==> src/rtl/regfile_seq_pkg.sv <==
// Shared types and default sizes for the register-file access sequencer.
//   seq_state_t : top-level sequencer state (INIT sweep, then RUN)
//   rsp_entry_t : one read response (source address + data) at default widths
package regfile_seq_pkg;

  localparam int DEF_DATA_W     = 16;
  localparam int DEF_ADDR_W     = 4;
  localparam int DEF_RESP_DEPTH = 4;

  typedef enum logic [0:0] {
    SEQ_INIT = 1'b0,
    SEQ_RUN  = 1'b1
  } seq_state_t;

  typedef struct packed {
    logic [DEF_ADDR_W-1:0] addr;
    logic [DEF_DATA_W-1:0] data;
  } rsp_entry_t;

endpackage

==> src/rtl/regfile_resp_fifo.sv <==
// Synchronous response FIFO holding read responses in issue order.
// Ports:
//   clk, reset_n : clock, synchronous active-low reset (clears storage too,
//                  so the head reads as zero after reset)
//   push, push_data : write one entry at the tail
//   pop          : remove the head entry (ignored when empty)
//   head         : current head entry
//   count        : number of stored entries
//   empty        : no entries stored
module regfile_resp_fifo
  import regfile_seq_pkg::*;
#(
  parameter int  DEPTH   = DEF_RESP_DEPTH,
  parameter type entry_t = rsp_entry_t,
  localparam int CNT_W   = $clog2(DEPTH + 1),
  localparam int PTR_W   = (DEPTH > 1) ? $clog2(DEPTH) : 1
) (
  input  logic             clk,
  input  logic             reset_n,
  input  logic             push,
  input  entry_t           push_data,
  input  logic             pop,
  output entry_t           head,
  output logic [CNT_W-1:0] count,
  output logic             empty
);

  entry_t           mem [DEPTH];
  logic [PTR_W-1:0] rd_ptr_r;
  logic [PTR_W-1:0] wr_ptr_r;
  logic [CNT_W-1:0] count_r;
  logic [CNT_W-1:0] count_next_s;
  logic             empty_r;
  logic             full_r;
  logic             do_push_s;
  logic             do_pop_s;

  // Pointer advance with explicit wrap so DEPTH need not be a power of two.
  function automatic logic [PTR_W-1:0] ptr_inc(input logic [PTR_W-1:0] p);
    if (p == PTR_W'(DEPTH - 1)) begin
      return {PTR_W{1'b0}};
    end else begin
      return p + PTR_W'(1);
    end
  endfunction

  // Qualified push/pop and next occupancy; a push into a full FIFO is only
  // taken when the head leaves in the same cycle.
  always_comb begin
    do_pop_s     = pop && !empty_r;
    do_push_s    = push && (!full_r || do_pop_s);
    count_next_s = count_r;
    if (do_push_s && !do_pop_s) begin
      count_next_s = count_r + CNT_W'(1);
    end else if (!do_push_s && do_pop_s) begin
      count_next_s = count_r - CNT_W'(1);
    end else begin
      count_next_s = count_r;
    end
  end

  // Storage, pointers and occupancy flags.
  always_ff @(posedge clk) begin
    if (!reset_n) begin
      for (int i = 0; i < DEPTH; i++) begin
        mem[i] <= '0;
      end
      rd_ptr_r <= {PTR_W{1'b0}};
      wr_ptr_r <= {PTR_W{1'b0}};
      count_r  <= {CNT_W{1'b0}};
      empty_r  <= 1'b1;
      full_r   <= 1'b0;
    end else begin
      if (do_push_s) begin
        mem[wr_ptr_r] <= push_data;
        wr_ptr_r      <= ptr_inc(wr_ptr_r);
      end
      if (do_pop_s) begin
        rd_ptr_r <= ptr_inc(rd_ptr_r);
      end
      count_r <= count_next_s;
      empty_r <= (count_next_s == {CNT_W{1'b0}});
      full_r  <= (count_next_s == CNT_W'(DEPTH));
    end
  end

  assign head  = mem[rd_ptr_r];
  assign count = count_r;
  assign empty = empty_r;

endmodule

==> src/rtl/regfile_access_sequencer.sv <==
// Initiator for a pipelined register file with a one-cycle registered read.
// After reset an optional sweep writes INIT_VALUE to every register, then
// read/write requests are accepted over a valid/ready port and read data is
// returned in order over a valid/ready response port.
// Ports:
//   clk, reset_n      : clock, synchronous active-low reset
//   req_*             : request port (valid/ready, write flag, address, data)
//   rsp_*             : response port (valid/ready, read data, source address)
//   init_done         : sticky until reset once the sweep has completed
//   rf_*              : registered pins to/from the register file
module regfile_access_sequencer
  import regfile_seq_pkg::*;
#(
  parameter int                 DATA_W     = DEF_DATA_W,
  parameter int                 ADDR_W     = DEF_ADDR_W,
  parameter int                 RESP_DEPTH = DEF_RESP_DEPTH,
  parameter bit                 INIT_EN    = 1'b1,
  parameter logic [DATA_W-1:0]  INIT_VALUE = {DATA_W{1'b0}}
) (
  input  logic              clk,
  input  logic              reset_n,
  input  logic              req_valid,
  output logic              req_ready,
  input  logic              req_write,
  input  logic [ADDR_W-1:0] req_addr,
  input  logic [DATA_W-1:0] req_wdata,
  output logic              rsp_valid,
  input  logic              rsp_ready,
  output logic [DATA_W-1:0] rsp_rdata,
  output logic [ADDR_W-1:0] rsp_addr,
  output logic              init_done,
  output logic              rf_write_enable,
  output logic [ADDR_W-1:0] rf_write_address,
  output logic [ADDR_W-1:0] rf_read_address,
  output logic [DATA_W-1:0] rf_data_in,
  input  logic [DATA_W-1:0] rf_data_out
);

  localparam int NUM_REGS = 2 ** ADDR_W;
  localparam int CNT_W    = $clog2(RESP_DEPTH + 1);
  localparam int CRD_W    = CNT_W + 2;
  localparam seq_state_t RESET_STATE = INIT_EN ? SEQ_INIT : SEQ_RUN;

  typedef struct packed {
    logic [ADDR_W-1:0] addr;
    logic [DATA_W-1:0] data;
  } entry_t;

  seq_state_t        state_r;
  seq_state_t        state_next_s;
  logic [ADDR_W-1:0] init_addr_r;
  logic              init_done_r;
  logic              ready_r;

  logic              accept_wr_s;
  logic              accept_rd_s;
  logic              rsp_pop_s;

  // Read pipeline: s1 = address on rf_read_address, s2 = data on rf_data_out.
  logic              s1_valid_r;
  logic              s2_valid_r;
  logic [ADDR_W-1:0] s2_addr_r;

  logic              rf_we_r;
  logic [ADDR_W-1:0] rf_waddr_r;
  logic [ADDR_W-1:0] rf_raddr_r;
  logic [DATA_W-1:0] rf_din_r;

  entry_t            push_entry_s;
  entry_t            fifo_head_s;
  logic [CNT_W-1:0]  fifo_count_s;
  logic              fifo_empty_s;
  logic [CRD_W-1:0]  count_next_s;
  logic [CRD_W-1:0]  used_next_s;

  assign accept_wr_s = req_valid && ready_r && req_write;
  assign accept_rd_s = req_valid && ready_r && !req_write;
  assign rsp_pop_s   = !fifo_empty_s && rsp_ready;

  // Sweep ends after the write to the last address; RUN is terminal.
  always_comb begin
    state_next_s = state_r;
    case (state_r)
      SEQ_INIT: begin
        if (init_addr_r == ADDR_W'(NUM_REGS - 1)) begin
          state_next_s = SEQ_RUN;
        end else begin
          state_next_s = SEQ_INIT;
        end
      end
      SEQ_RUN:  state_next_s = SEQ_RUN;
      default:  state_next_s = RESET_STATE;
    endcase
  end

  // Credits in use next cycle: FIFO entries plus reads still in s1/s2.
  // req_ready is registered, so it is computed from next-cycle occupancy;
  // this equals the RUN && (count + s1 + s2 < RESP_DEPTH) rule each cycle.
  always_comb begin
    count_next_s = CRD_W'(fifo_count_s);
    if (s2_valid_r && !rsp_pop_s) begin
      count_next_s = CRD_W'(fifo_count_s) + CRD_W'(1);
    end else if (!s2_valid_r && rsp_pop_s) begin
      count_next_s = CRD_W'(fifo_count_s) - CRD_W'(1);
    end else begin
      count_next_s = CRD_W'(fifo_count_s);
    end
    used_next_s = count_next_s + CRD_W'(accept_rd_s) + CRD_W'(s1_valid_r);
  end

  // Sequencer state, sweep counter and status flags.
  always_ff @(posedge clk) begin
    if (!reset_n) begin
      state_r     <= RESET_STATE;
      init_addr_r <= {ADDR_W{1'b0}};
      init_done_r <= 1'b0;
      ready_r     <= 1'b0;
    end else begin
      state_r     <= state_next_s;
      init_done_r <= (state_next_s == SEQ_RUN);
      ready_r     <= (state_next_s == SEQ_RUN) && (used_next_s < CRD_W'(RESP_DEPTH));
      if (state_r == SEQ_INIT) begin
        init_addr_r <= init_addr_r + ADDR_W'(1);
      end
    end
  end

  // Register-file pins: sweep writes, accepted writes, accepted read address.
  always_ff @(posedge clk) begin
    if (!reset_n) begin
      rf_we_r    <= 1'b0;
      rf_waddr_r <= {ADDR_W{1'b0}};
      rf_din_r   <= {DATA_W{1'b0}};
      rf_raddr_r <= {ADDR_W{1'b0}};
    end else begin
      if (state_r == SEQ_INIT) begin
        rf_we_r    <= 1'b1;
        rf_waddr_r <= init_addr_r;
        rf_din_r   <= INIT_VALUE;
      end else if (accept_wr_s) begin
        rf_we_r    <= 1'b1;
        rf_waddr_r <= req_addr;
        rf_din_r   <= req_wdata;
      end else begin
        rf_we_r    <= 1'b0;
      end
      if (accept_rd_s) begin
        rf_raddr_r <= req_addr;
      end
    end
  end

  // Read tracking: s2 captures rf_data_out only when it holds a read.
  always_ff @(posedge clk) begin
    if (!reset_n) begin
      s1_valid_r <= 1'b0;
      s2_valid_r <= 1'b0;
      s2_addr_r  <= {ADDR_W{1'b0}};
    end else begin
      s1_valid_r <= accept_rd_s;
      s2_valid_r <= s1_valid_r;
      s2_addr_r  <= rf_raddr_r;
    end
  end

  assign push_entry_s = '{addr: s2_addr_r, data: rf_data_out};

  regfile_resp_fifo #(
    .DEPTH   (RESP_DEPTH),
    .entry_t (entry_t)
  ) u_resp_fifo (
    .clk       (clk),
    .reset_n   (reset_n),
    .push      (s2_valid_r),
    .push_data (push_entry_s),
    .pop       (rsp_pop_s),
    .head      (fifo_head_s),
    .count     (fifo_count_s),
    .empty     (fifo_empty_s)
  );

  assign req_ready        = ready_r;
  assign init_done        = init_done_r;
  assign rsp_valid        = !fifo_empty_s;
  assign rsp_rdata        = fifo_head_s.data;
  assign rsp_addr         = fifo_head_s.addr;
  assign rf_write_enable  = rf_we_r;
  assign rf_write_address = rf_waddr_r;
  assign rf_read_address  = rf_raddr_r;
  assign rf_data_in       = rf_din_r;

endmodule
==> config.mk <==
export PLATFORM = sky130hd
export DESIGN_NAME = regfile_access_sequencer
export DESIGN_NICKNAME = d
export VERILOG_FILES = /design/src/rtl/regfile_seq_pkg.sv /design/src/rtl/regfile_resp_fifo.sv /design/src/rtl/regfile_access_sequencer.sv
export SDC_FILE = /design/constraint.sdc
export NUM_CORES = 1
export LEC_CHECK = 0
export ABC_CLOCK_PERIOD_IN_PS = 1950
export BUFFER_PORTS_ARGS = -buffer_cell sky130_fd_sc_hd__buf_2
export CORE_UTILIZATION = 35
export DETAILED_ROUTE_END_ITERATION = 8
export PLACE_DENSITY = 0.64
export SYNTH_ARGS = -nofsm -noshare
export SYNTH_HDL_FRONTEND = slang
export SYNTH_SLANG_ARGS = --single-unit
==> constraint.sdc <==
create_clock -name clk -period 1.95 [get_ports clk]
set_input_delay 0.0975 -clock clk [delete_from_list [all_inputs] [get_ports clk]]
set_output_delay 0.0975 -clock clk [all_outputs]
set_load 0.01 [all_outputs]
==> results.sh <==
export IMPL_status="finished, final reports clean"
export IMPL_arrival_ps=2210
export IMPL_crit_path_end_kind="register"
export IMPL_finalCritPeriodShare_pct=95.8
export IMPL_grt_max_degree=34
export IMPL_avgViaCountPerCell=4.86
export IMPL_crit_buf_inv=0
export IMPL_cp_slowest_cell="or4_1"
export IMPL_cp_required_ps=2290
export IMPL_ys_seq_elements=128
export IMPL_fp_dieH_um=126
export IMPL_register_area_um2=3370
export IMPL_die_x_um=126
export IMPL_synth_top_family_by_area="simple AND/OR/NAND/NOR gates"
export IMPL_setup_violations=0
export IMPL_tritoncts="done"
export IMPL_synthSimpleGateAreaFrac_pct=18.4
export IMPL_dieArea_um2=15900
export IMPL_critPathKind="reg2reg"
export IMPL_core_area_um2=15100
export IMPL_antenna_found_initial=0
export IMPL_rsz0062_at_grt="false"
export IMPL_hpwl_mm=7.68
export IMPL_wire_per_inst_um=16.0
export IMPL_vdd_drop_max_v=0.000660
export IMPL_vias=3611
export IMPL_clock_skew_ps=10.4
export IMPL_grt_pass1_wl_mm=19.0
export IMPL_cpPeakStageDelay_ps=480
export IMPL_tightest_slew_ps=570
export IMPL_drt_wl_total_mm=11.9
export IMPL_dr_pass1_iters=4
export IMPL_drv_cap=0
export IMPL_post_cts_buffers=0
export IMPL_synth_xor_area_share_pct=1.30
export IMPL_final_cells=743
export IMPL_rows=45
export IMPL_startpoint="u_resp_fifo.count[0]$_SDFF_PN0_"
export IMPL_slew_violations=0
export IMPL_postLayoutCoreUtil_pct=46.5
export IMPL_clock_sinks=128
export IMPL_crit_chain="xor2_2 > xnor2_2 > ha_1 > a21oi_2 > a211oi_1 > or4_1 > a21boi_1"
export IMPL_io_pins=89
export IMPL_cts_inserted_buffers=17
export IMPL_synth_adder_area_share_pct=1.39
export IMPL_critPathLaunchType="register"
export IMPL_fillers=1327
export IMPL_worstPathMaxFanout=4
export IMPL_cts_max_level=4
export IMPL_hold_path_class="in2reg"
export IMPL_r2r_slack_ps=80
export IMPL_holdCritStartpoint="rf_data_out[10]"
export IMPL_clk_latency_ps=410
export IMPL_hold_viol_final=0
export IMPL_start_util_pct=35.6
export IMPL_io_buffer_count=88
export IMPL_power_density_nw_per_um2=961
export IMPL_fin_crit_ps=1870
export IMPL_grt_use_total_pct=16.0
export IMPL_clock_tree_root_cell="clkbuf_16"
export IMPL_slew_headroom_pct=61.9
export IMPL_dp_cells=679
export IMPL_synth_nets=456
export IMPL_p_leak_nw=2.86
export IMPL_path_clk_slew_ps=50
export IMPL_cts_buffer_depth=2
export IMPL_ant_nets=0
export IMPL_grt_ovfl_total=0
export IMPL_grt_pass1_vias=3783
export IMPL_nNetsFinal=590
export IMPL_synth_cell_types=39
export IMPL_synth_area_um2=5400
export IMPL_multi_input_area_um2=1940
export IMPL_synth_compound_area_share_pct=4.87
export IMPL_drive_gt1_share_pct=29.5
export IMPL_path_delay_family="simple AND/OR/NAND/NOR gates"
export IMPL_synth_warnings=0
export IMPL_synth_seq_area_share_pct=62.3
export IMPL_synthMuxAreaShare_pct=9.27
export IMPL_drc=0
export IMPL_synth_area_per_cell_um2=13.2
export IMPL_max_freq_ghz=0.535
export IMPL_gp_congestion=0.737
export IMPL_reg2reg_from="u_resp_fifo.count[0]$_SDFF_PN0_"
export IMPL_area_growth_pct=30.6
export IMPL_synthCells=409
export IMPL_drtIter0Drc=199
export IMPL_antenna_cells=0
[layer usage]
| layer | global-route usage, % | wire length (um) | vias to the layer above |
|---|---|---|---|
| met2 | 27.3 | 6120 | 99 |
| met5 | 0 | 0 | - |
| met4 | 5.74 | 53 | 0 |
| li1 | - | - | 1732 |
| met1 | 19.0 | 5180 | 1776 |
| met3 | 4.93 | 514 | 4 |
[cell type report]
type	count	share of cell area, %
Clock buffer	21	6.25
Clock inverter	10	1.35
Inverter	5	0.266
Multi-Input combinational cell	251	27.5
Sequential cell	128	47.8
Tap cell	188	3.34
Timing Repair Buffer	140	13.5
[timing repair]
item                                   CTS  global route
endpoints found under the hold margin   47             0
gates resized for setup                  3             4
setup endpoints to repair                1             1
hold buffers                            33             0
pin swaps                                0             3
[Yosys cell counts (all sizes together)]
cell type  instances  area (um^2)
nor2               4         15.0
and2              71          444
nor4b              1         8.76
and3b              1         8.76
xnor2              7         61.3
mux2i              5         50.1
a211oi             1         7.51
or4                1         7.51
and4bb             1         16.3
nor2b              7         43.8
edfxtp            80         2400
clkbuf            15         56.3
o211a              4         40.0
buf               10         56.3
a21boi             3         26.3
dfxtp             48          961
nand3b             1         7.51
nand4b             1         8.76
o22a               4         35.0
nand2b             7         51.3
nand3              8         40.0
and3              21          131
a41oi              1         8.76
inv                5         18.8
a21oi             22          110
nand2             45          169
xor2               1         8.76
nor3               2         10.0
o31ai              1         7.51
ha                 6         75.1
a31oi              2         27.5
nor3b              3         32.5
mux4              20          450
[layout by cell type, fill, tap and decap left out, types with 2 or more instances in the layout]
master and n:
a21oi_1 20, a21oi_2 2, and2_1 71, and3_1 21, buf_12 3, buf_2 88
buf_4 16, bufinv_16 2, clkbuf_1 4, clkbuf_16 17, clkinv_1 6, dfxtp_1 46
dlygate4sd3_1 33, edfxtp_1 80, ha_1 6, inv_1 5, mux2i_1 5, mux4_2 20
nand2_1 45, nand2b_1 3, nand2b_2 3, nand3_1 8, nor2_1 4, nor2b_1 7
nor3b_2 2, o211a_1 4, o22a_1 4, xnor2_1 6
[registers in the layout, summed over array words and instances, names as in the netlist, named ones only]
signal,count
u_resp_fifo.count,3
init_addr_r,4
u_resp_fifo.wr_ptr_r,2
u_resp_fifo.mem,80
rf_write_enable,1
rf_write_address,4
s2_addr_r,4
req_ready,1
rf_data_in,16
rf_read_address,4
init_done,1
s2_valid_r,1
u_resp_fifo.rd_ptr_r,2
s1_valid_r,1
u_resp_fifo.full_r,1
u_resp_fifo.empty,1
[report_power, final]
group          switching [mW]  internal [mW]  total [mW]
combinational           0.393          0.431       0.824
sequential             0.0669           2.98        3.05
clock                    1.06           1.84        2.90
total                    1.52           5.26        6.77
[worst paths after layout]
check,endpoint,cells past startpoint
setup / recovery,req_ready$_SDFF_PN0_,7
hold / removal,u_resp_fifo.mem[0][10]$_SDFFCE_PN0P_,2
hold reg to reg,rf_data_in[14]$_SDFFE_PN0P_,2
setup reg to reg,req_ready$_SDFF_PN0_,7
[metrics by stage]
stage	worst slack (ps)	power, mW	instance area, um^2	setup TNS [ps]	hold slack, ps
after floorplan	55.4	3.57	5410	0	233
after global placement	69.5	3.83	6150	0	338
after detailed placement	-49.3	3.86	6150	-49.3	350
after CTS	25.0	6.84	7040	0	3.29
after global routing	9.53	7.04	7050	0	21.3
final	81.0	6.77	7050	0	20.1
[cells by family (layout without fill, tap and decap cells)]
group	count (synthesis)	after routing
simple gates	174	174
xor+xnor	8	8
flops	128	128
buf+inv	30	176
fa+ha+maj	6	6
compound gates	38	38
mux	25	25
Power figures use the tool's default switching activity.
